$ cat src/rtl/dk_anim_sequencer.sv
// -----------------------------------------------------------------------------
// dk_anim_sequencer
//   Per-sprite animation sequencer. It turns key state and ground contact into
//   an animation state (IDLE / WALK / JUMP / THROW) and a frame index. All
//   registers advance only on frame_tick (one pulse per vsync). Every other
//   cycle holds.
//
//   Optional feature macro: DK_ANIM_THROW_EN
//     defined   -> THROW state, key_throw handling and the candy_frame counter
//                  are compiled in.
//     undefined -> key_throw is ignored and candy_frame is tied to 0.
//
// Ports
//   Clk          system clock
//   Reset        synchronous, active-high
//   frame_tick   one-Clk pulse per video frame
//   key_left/key_right/key_jump/key_throw   held-key levels
//   on_ground    ground contact from physics
//   motion       0 IdleR,1 IdleL,2 WalkR,3 WalkL,4 JumpR,5 JumpL,6 Throw
//   framenum     frame index within the current state
//   candy_frame  candy projectile frame index
//   facing_left  current facing
//   busy         high in JUMP / THROW (non-interruptible)
// -----------------------------------------------------------------------------
module dk_anim_sequencer #(
    parameter int unsigned TICKS_PER_FRAME = 4,
    parameter int unsigned IDLE_FRAMES     = 10,
    parameter int unsigned WALK_FRAMES     = 20,
    parameter int unsigned JUMP_FRAMES     = 20,
    parameter int unsigned THROW_FRAMES    = 10,
    parameter int unsigned CANDY_FRAMES    = 8
) (
    input  logic        Clk,
    input  logic        Reset,
    input  logic        frame_tick,
    input  logic        key_left,
    input  logic        key_right,
    input  logic        key_jump,
    input  logic        key_throw,
    input  logic        on_ground,
    output logic [3:0]  motion,
    output logic [18:0] framenum,
    output logic [18:0] candy_frame,
    output logic        facing_left,
    output logic        busy
);

    typedef enum logic [1:0] {
        ST_IDLE  = 2'd0,
        ST_WALK  = 2'd1,
        ST_JUMP  = 2'd2,
        ST_THROW = 2'd3
    } state_e;

    localparam int unsigned DIV_W = (TICKS_PER_FRAME > 1) ? $clog2(TICKS_PER_FRAME) : 1;
    localparam logic [DIV_W-1:0] DIV_MAX = DIV_W'(TICKS_PER_FRAME - 1);
    localparam logic [18:0] IDLE_LAST  = 19'(IDLE_FRAMES - 1);
    localparam logic [18:0] WALK_LAST  = 19'(WALK_FRAMES - 1);
    localparam logic [18:0] JUMP_LAST  = 19'(JUMP_FRAMES - 1);
    localparam logic [18:0] THROW_LAST = 19'(THROW_FRAMES - 1);

    state_e           state_q, state_d;
    logic [DIV_W-1:0] div_q, div_d;
    logic [18:0]      fn_q, fn_d;
    logic             facing_q, facing_d;
    logic [3:0]       motion_q, motion_d;
    logic             busy_q, busy_d;
    logic             adv;
    logic             walk_req;
    logic             throw_req;

`ifdef DK_ANIM_THROW_EN
    localparam logic [18:0] CANDY_LAST = 19'(CANDY_FRAMES - 1);
    logic [18:0] candy_q, candy_d;
    assign throw_req   = key_throw;
    assign candy_frame = candy_q;
`else
    logic throw_unused;
    assign throw_unused = key_throw;
    assign throw_req    = 1'b0;
    assign candy_frame  = '0;
`endif

    assign adv      = (div_q == DIV_MAX);
    assign walk_req = key_left ^ key_right;   // both or neither held -> no walk

    always_comb begin
        state_d  = state_q;
        div_d    = div_q;
        fn_d     = fn_q;
        facing_d = facing_q;
`ifdef DK_ANIM_THROW_EN
        candy_d  = candy_q;
`endif
        if (frame_tick) begin
            div_d = adv ? '0 : div_q + 1'b1;

            case (state_q)
                ST_IDLE, ST_WALK: begin
                    if (throw_req)                  state_d = ST_THROW;
                    else if (key_jump && on_ground) state_d = ST_JUMP;
                    else if (walk_req) begin
                        state_d  = ST_WALK;
                        facing_d = key_left;
                    end
                    else                            state_d = ST_IDLE;
                end
                ST_JUMP: begin
                    if (walk_req) facing_d = key_left;
                    if (adv && fn_q == JUMP_LAST && on_ground) state_d = ST_IDLE;
                end
                ST_THROW: begin
                    if (adv && fn_q == THROW_LAST) state_d = ST_IDLE;
                end
            endcase

            if (state_d != state_q) begin
                fn_d  = '0;
                div_d = '0;
`ifdef DK_ANIM_THROW_EN
                if (state_d == ST_THROW) candy_d = '0;
`endif
            end
            else if (adv) begin
                case (state_q)
                    ST_IDLE:  fn_d = (fn_q == IDLE_LAST) ? '0 : fn_q + 1'b1;
                    ST_WALK:  fn_d = (fn_q == WALK_LAST) ? '0 : fn_q + 1'b1;
                    // last jump frame holds until landing
                    ST_JUMP:  fn_d = (fn_q == JUMP_LAST) ? fn_q : fn_q + 1'b1;
                    ST_THROW: begin
                        fn_d = fn_q + 1'b1;
`ifdef DK_ANIM_THROW_EN
                        candy_d = (candy_q == CANDY_LAST) ? '0 : candy_q + 1'b1;
`endif
                    end
                endcase
            end
        end

        // outputs are registered from the next-state values
        case (state_d)
            ST_IDLE:  motion_d = {3'd0, facing_d};
            ST_WALK:  motion_d = {3'd1, facing_d};
            ST_JUMP:  motion_d = {3'd2, facing_d};
            ST_THROW: motion_d = 4'd6;
            default:  motion_d = 4'd0;
        endcase
        busy_d = (state_d == ST_JUMP) || (state_d == ST_THROW);
    end

    always_ff @(posedge Clk) begin
        if (Reset) begin
            state_q  <= ST_IDLE;
            div_q    <= '0;
            fn_q     <= '0;
            facing_q <= 1'b0;
            motion_q <= '0;
            busy_q   <= 1'b0;
`ifdef DK_ANIM_THROW_EN
            candy_q  <= '0;
`endif
        end
        else begin
            state_q  <= state_d;
            div_q    <= div_d;
            fn_q     <= fn_d;
            facing_q <= facing_d;
            motion_q <= motion_d;
            busy_q   <= busy_d;
`ifdef DK_ANIM_THROW_EN
            candy_q  <= candy_d;
`endif
        end
    end

    assign motion      = motion_q;
    assign framenum    = fn_q;
    assign facing_left = facing_q;
    assign busy        = busy_q;

endmodule

$ cat config.mk
export PLATFORM = sky130hd
export DESIGN_NAME = dk_anim_sequencer
export DESIGN_NICKNAME = d
export VERILOG_FILES = /design/src/rtl/dk_anim_sequencer.sv
export SDC_FILE = /design/constraint.sdc
export NUM_CORES = 1
export LEC_CHECK = 0
export ABC_AREA = 0
export BUFFER_PORTS_ARGS = -buffer_cell sky130_fd_sc_hd__buf_2
export CAP_MARGIN = 25
export CORE_MARGIN = 3
export CORE_UTILIZATION = 41
export CTS_CLUSTER_DIAMETER = 50
export DETAILED_ROUTE_END_ITERATION = 8
export PLACE_DENSITY = 0.71
export RECOVER_POWER = 100
export SYNTH_ARGS = -nofsm -noshare
export SYNTH_HDL_FRONTEND = slang
export SYNTH_SLANG_ARGS = --single-unit
$ cat constraint.sdc
create_clock -name Clk -period 2.86 [get_ports Clk]
set_clock_uncertainty 0.1 [all_clocks]
set_input_delay 0 -clock Clk [delete_from_list [all_inputs] [get_ports Clk]]
set_output_delay 0 -clock Clk [all_outputs]
set_load 0.01 [all_outputs]
## Word level (Yosys, flattened, before mapping)

Cells that the tools add are included.
Widths: inputs -> output; s select.

- Word-level logic and storage cells: 50
- Output and inout port bits: 44
- Register bits after elaboration: 29
- Input bits: 8

- $add $sub $neg: 2
- Mux-type cells: 20
- Bitwise logic cells: 1
- Reduce and logical (&&, ||, !) cells: 10
- Eq/ne operators: 11

Operators with widths:

| kind | number |
|---|---|
| $mux 19 | 5 |
| $pmux 19 s4 | 1 |
| $add 19x1->19 const B | 1 |
| $eq 19x4->1 const B | 1 |
| $eq 19x5->1 const B | 1 |
| $pmux 4 s4 | 1 |
| $mux 2 | 7 |
| $eq 2x2->1 const B | 5 |
| $pmux 2 s3 | 1 |
| $eq 2x1->1 const B | 2 |
| $logic_and 1x1->1 | 4 |
| $logic_not 2->1 | 2 |
| $mux 1 | 4 |
| $ne 3x3->1 const B | 1 |
| $reduce_and 3->1 | 1 |
| $add 2x1->2 const B | 1 |
| $ne 2x2->1 | 1 |
| $pmux 1 s2 | 1 |
| $reduce_bool 2->1 | 1 |
| $reduce_or 2->1 | 1 |
| $logic_or 1x1->1 | 1 |
| $xor 1x1->1 | 1 |

## Longest topological paths before layout

- Word-level depth: 9
- Mapped depth: 8
- Mapped depth without buffers: 7

## Least setup slack after synthesis

Ideal clock, no wire load.

- Kind: register to register
- Start point: register fn_q[0] (netlist: framenum[0])
- End point: register fn_q[17] (netlist: framenum[17])
- Required time: 2640 ps
- Setup slack: 761 ps
- Clock period less this slack: 2099 ps
- Data arrival time: 1879 ps
- Cell stages (with the launch flop): 8
- Path buffers: 1
- Path through: dfxtp_1 > ha_1 > nor4bb_1 > a2bb2oi_1 > a31oi_2 > buf_6 > and4b_1 > a211o_1

- Cells in the longest elaborated chain, start to end: 9

Ends and longest elaborated chain:

| item | RTL line | source |
|---|---|---|
| start, declared | 64 | `logic [18:0] fn_q, fn_d;` |
| start signal, assigned | 166 | `fn_q <= fn_d;` |
| $eq 19x5->1 | 110, 127, 129 |  |
| $logic_and 1x1->1 (2 in series) | 110 | `if (adv && fn_q == JUMP_LAST && on_ground) state_d = ST_IDLE;` |
| $mux 2 | 110 |  |
| $pmux 2 s3 | 98 | `case (state_q)` |
| $mux 2 | 95 | `if (frame_tick) begin` |
| $ne 2x2->1 | 117 | `if (state_d != state_q) begin` |
| $ne 3x3->1 (no line) / $reduce_bool 2->1 (equally long branches) | - |  |
| $reduce_and 3->1 (no line) | - |  |

Parallel ways exist; a longest one is shown, timed or not. The select of a mux whose other input is x is not followed.
A chain may end at the register's enable or synchronous reset.

## Worst setup path in the final report

- Start point: register fn_q[1] (netlist: framenum[1])
- End point: register fn_q[17] (netlist: framenum[17])

Same word-level chain as after synthesis.

==> load_flow_metrics.sql <==
INSERT INTO impl_metrics (metric_group, metric, value, unit) VALUES
('critical_path', 'critical_path_buf_inv_count', '0', ''),
('floorplanning', 'core_area', '4200', 'um2'),
('critical_path', 'timing.reg2reg.setup_slack', '0.39', 'ns'),
('floorplanning', 'floorplan.io_pins', '52', ''),
('clock_network', 'clk_pin_slew_worst_paths', '0.10', 'ns'),
('synthesis', 'synth_enable_flop_cells', '0', ''),
('cells_and_area', 'mostFrequentLayoutCell', 'dfxtp_1', ''),
('synthesis', 'synthArstFlopShare', '0', '%'),
('clock_network', 'cts_root_buf', 'clkbuf_8', ''),
('cells_and_area', 'post_route_cells_drive_above_1_share', '8.06', '%'),
('route', 'detail_route_antenna_nets', '0', ''),
('pwr', 'total_power_per_unit_cell_area', '382', 'nW/um2'),
('critical_path', 'critical-path-top-delay-family', 'compound AO/OA/AOI/OAI gates', ''),
('route', 'avgRoutedWirePerCell', '14.5', 'um'),
('clock_network', 'post_cts.resized_instances', '0', ''),
('pwr', 'irDropWorstVdd', '185', 'uV'),
('sta', 'final.min_clock_period', '2.47', 'ns'),
('pwr', 'power.total', '0.000738', 'W'),
('critical_path', 'crit_path_required_time', '2.94', 'ns'),
('floorplanning', 'die_w', '73.4', 'um'),
('clock_network', 'numCtsBuffers', '3', ''),
('placement', 'gp_congestion', '0.839', ''),
('route', 'drt_drc_violations_left', '0', ''),
('route', 'finalWirelength', '4.32', 'mm'),
('cells_and_area', 'num-nets-final', '260', ''),
('critical_path', 'crit_chain', 'ha_1, nor4bb_1, a2bb2oi_1, a31oi_2, and4b_1, a211o_1', ''),
('floorplanning', 'dieArea', '5390', 'um2'),
('critical_path', 'worst_path_largest_cell_delay', '0.50', 'ns'),
('global_route', 'grt_max_degree', '19', ''),
('sta', 'timing.final.setup_violations', '0', ''),
('sta', 'worst-slew-pin-transition', '0.769', 'ns'),
('clock_network', 'cts_max_path_buffers', '2', ''),
('global_route', 'grt.total_usage', '16.8', '%'),
('clock_network', 'htree_num_levels', '1', ''),
('run', 'max_cap_violations', '0', ''),
('synthesis', 'postSynthRegisterBits', '26', ''),
('critical_path', 'worstSetupStartpointType', 'flip-flop', ''),
('synthesis', 'post_synth_inst_count', '223', ''),
('cells_and_area', 'areaGrowthSynthToFinish', '3.62', '%'),
('critical_path', 'r2r-start', 'framenum[1]$_SDFFE_PP0P_', ''),
('placement', 'port-buffer-count', '30', ''),
('sta', 'timing.final.max_slew_violations', '0', ''),
('route', 'vias_per_cell', '5.67', ''),
('min_path', 'hp-start', 'frame_tick', ''),
('cells_and_area', 'final_core_util', '46.0', '%'),
('critical_path', 'worst-endpoint-arrival', '2.55', 'ns'),
('global_route', 'initial_antenna_violation_count', '0', ''),
('cells_and_area', 'antennaDiodeCount', '0', ''),
('critical_path', 'crit-reg2reg-capture', 'framenum[17]$_SDFFE_PP0P_', ''),
('critical_path', 'criticalPathCategory', 'reg2reg', ''),
('route', 'vias', '1689', ''),
('synthesis', 'yosys.cell_types.count', '57', ''),
('clock_network', 'clock_latency_at_the_later_pin_of_the_worst_skew_pair', '0.28', 'ns'),
('critical_path', 'cpMaxStageDelayCell', 'a31oi_2', ''),
('sta', 'unrepaired_setup_endpoints_after_global_routing', 'false', ''),
('critical_path', 'reg2reg_depth', '6', ''),
('synthesis', 'proportion_of_synthesized_chip_area_in_sequential_cells', '27.9', '%'),
('sta', 'max-slew-margin-rel', '48.8', '%'),
('min_path', 'timing.hold.worst_path_depth', '3', ''),
('sta', 'sum_neg_setup_slack', '0', 'ns'),
('status', 'run_status', 'completed', ''),
('route', 'drt_iter0_markers', '81', ''),
('min_path', 'min_path_type', 'in2reg', ''),
('critical_path', 'highest_fanout_seen_on_the_critical_path', '11', ''),
('min_path', 'min_to', 'div_q[0]$_SDFFE_PP0P_', ''),
('clock_network', 'clock_sinks', '26', ''),
('critical_path', 'worst_setup_path_end_kind', 'flip-flop', ''),
('sta', 'fmax', '0.404', 'GHz'),
('sta', 'final_worst_path_cycle_share', '86.5', '%'),
('floorplanning', 'std_cell_rows', '23', ''),
('sta', 'finalHoldViolCount', '0', '');
-- worst max-delay path by stage --
| stage | startpoint | to | slack, ns | cells past startpoint |
|---|---|---|---|---|
| 2_1_floorplan | framenum[0]$_SDFFE_PP0P_ | framenum[17]$_SDFFE_PP0P_ | 0.76 | 7 |
| 3_3_place_gp | framenum[1]$_SDFFE_PP0P_ | framenum[18]$_SDFFE_PP0P_ | 0.47 | 6 |
| 3_5_place_dp | framenum[1]$_SDFFE_PP0P_ | framenum[17]$_SDFFE_PP0P_ | 0.40 | 6 |
| 4_1_cts | framenum[1]$_SDFFE_PP0P_ | framenum[17]$_SDFFE_PP0P_ | 0.39 | 6 |
| 5_1_grt | framenum[1]$_SDFFE_PP0P_ | framenum[17]$_SDFFE_PP0P_ | 0.22 | 6 |
| 6_report | framenum[1]$_SDFFE_PP0P_ | framenum[17]$_SDFFE_PP0P_ | 0.39 | 6 |
-- sequential cells by signal, indices dropped and copies added (netlist names) --
| name | flops |
|---|---|
| div_q | 2 |
| facing_left | 1 |
| framenum | 19 |
| motion | 3 |
| state_q | 1 |
-- where the power goes --
part / switching (W) / internal, W
registers: 0.0000106 / 0.000371
logic: 0.0000705 / 0.0000377
clock network: 0.000125 / 0.000123
total: 0.000206 / 0.000532
-- cells in the mapped netlist, drive strengths merged (2+ instances only) --
| cell type | instances | area (um2) |
|---|---|---|
| nand4b | 3 | 26.3 |
| or3 | 6 | 37.5 |
| nor4 | 7 | 56.3 |
| and2 | 8 | 50.1 |
| nand3 | 17 | 85.1 |
| nand2 | 18 | 67.6 |
| mux2i | 3 | 30.0 |
| o311ai | 2 | 17.5 |
| nor3b | 2 | 15.0 |
| a31oi | 2 | 18.8 |
| ha | 3 | 37.5 |
| nand3b | 4 | 30.0 |
| inv | 7 | 26.3 |
| clkbuf | 2 | 7.51 |
| nand4 | 7 | 50.1 |
| and3 | 4 | 25.0 |
| a211o | 10 | 87.6 |
| xnor2 | 2 | 17.5 |
| a21oi | 4 | 23.8 |
| and4b | 2 | 20.0 |
| dfxtp | 26 | 521 |
| buf | 30 | 236 |
| o21ai | 4 | 23.8 |
| nor2 | 9 | 33.8 |
| a2111oi | 2 | 17.5 |
| nor3 | 16 | 85.1 |
-- cell type report --
class	count	area, um2
Inverter	7	26.3
Fill cell	454	2270
Timing Repair Buffer	34	150
Clock buffer	4	55.1
Sequential cell	26	520
Multi-Input combinational cell	177	1120
Tap cell	50	62.6
-- metrics by stage --
stage / std cells / worst slack [ns] / instance area, um2 / hold slack (ns)
global placement: 293 / 0.469 / 1930 / 0.187
CTS: 298 / 0.387 / 1990 / 0.0235
detailed placement: 293 / 0.402 / 1930 / 0.184
floorplan: 242 / 0.761 / 1940 / -0.0278
global route: 298 / 0.219 / 1930 / 0.0463
finish: 298 / 0.386 / 1930 / 0.0310
-- logic make-up (layout without fill, tap and decap cells) --
kind of cell | Yosys count | in the layout | share of synthesized area, %
buf+inv | 39 | 45 | 14.5
mux | 4 | 4 | 2.21
xor+xnor | 3 | 3 | 2.15
simple gates | 111 | 111 | 34.6
fa+ha+maj | 3 | 3 | 2.01
flops | 26 | 26 | 27.9
compound gates | 36 | 36 | 16.4
other cells | 1 | 20 | 0.201
-- timing repair --
action | in CTS | in global routing
hold buffers | 1 | 0
endpoints found under the hold margin | 3 | 0
buffers inserted | 0 | 0
-- worst reg2reg max path, cell delays in order (launching register included) --
cell and delay, ns:
dfxtp_1 0.42, ha_1 0.27, nor4bb_1 0.40, a2bb2oi_1 0.15, a31oi_2 0.50, and4b_1 0.27, a211o_1 0.26
-- per-layer routing --
metal  vias to the layer above  routed length, um  track usage, %
li1                        841                  -               -
met1                       785               2030            24.3
met2                        56               1950            25.4
met3                         7                276            2.33
met4                         0                 63            6.24
met5                         -                  0               0
No activity file was read; power rests on OpenSTA's default activity.
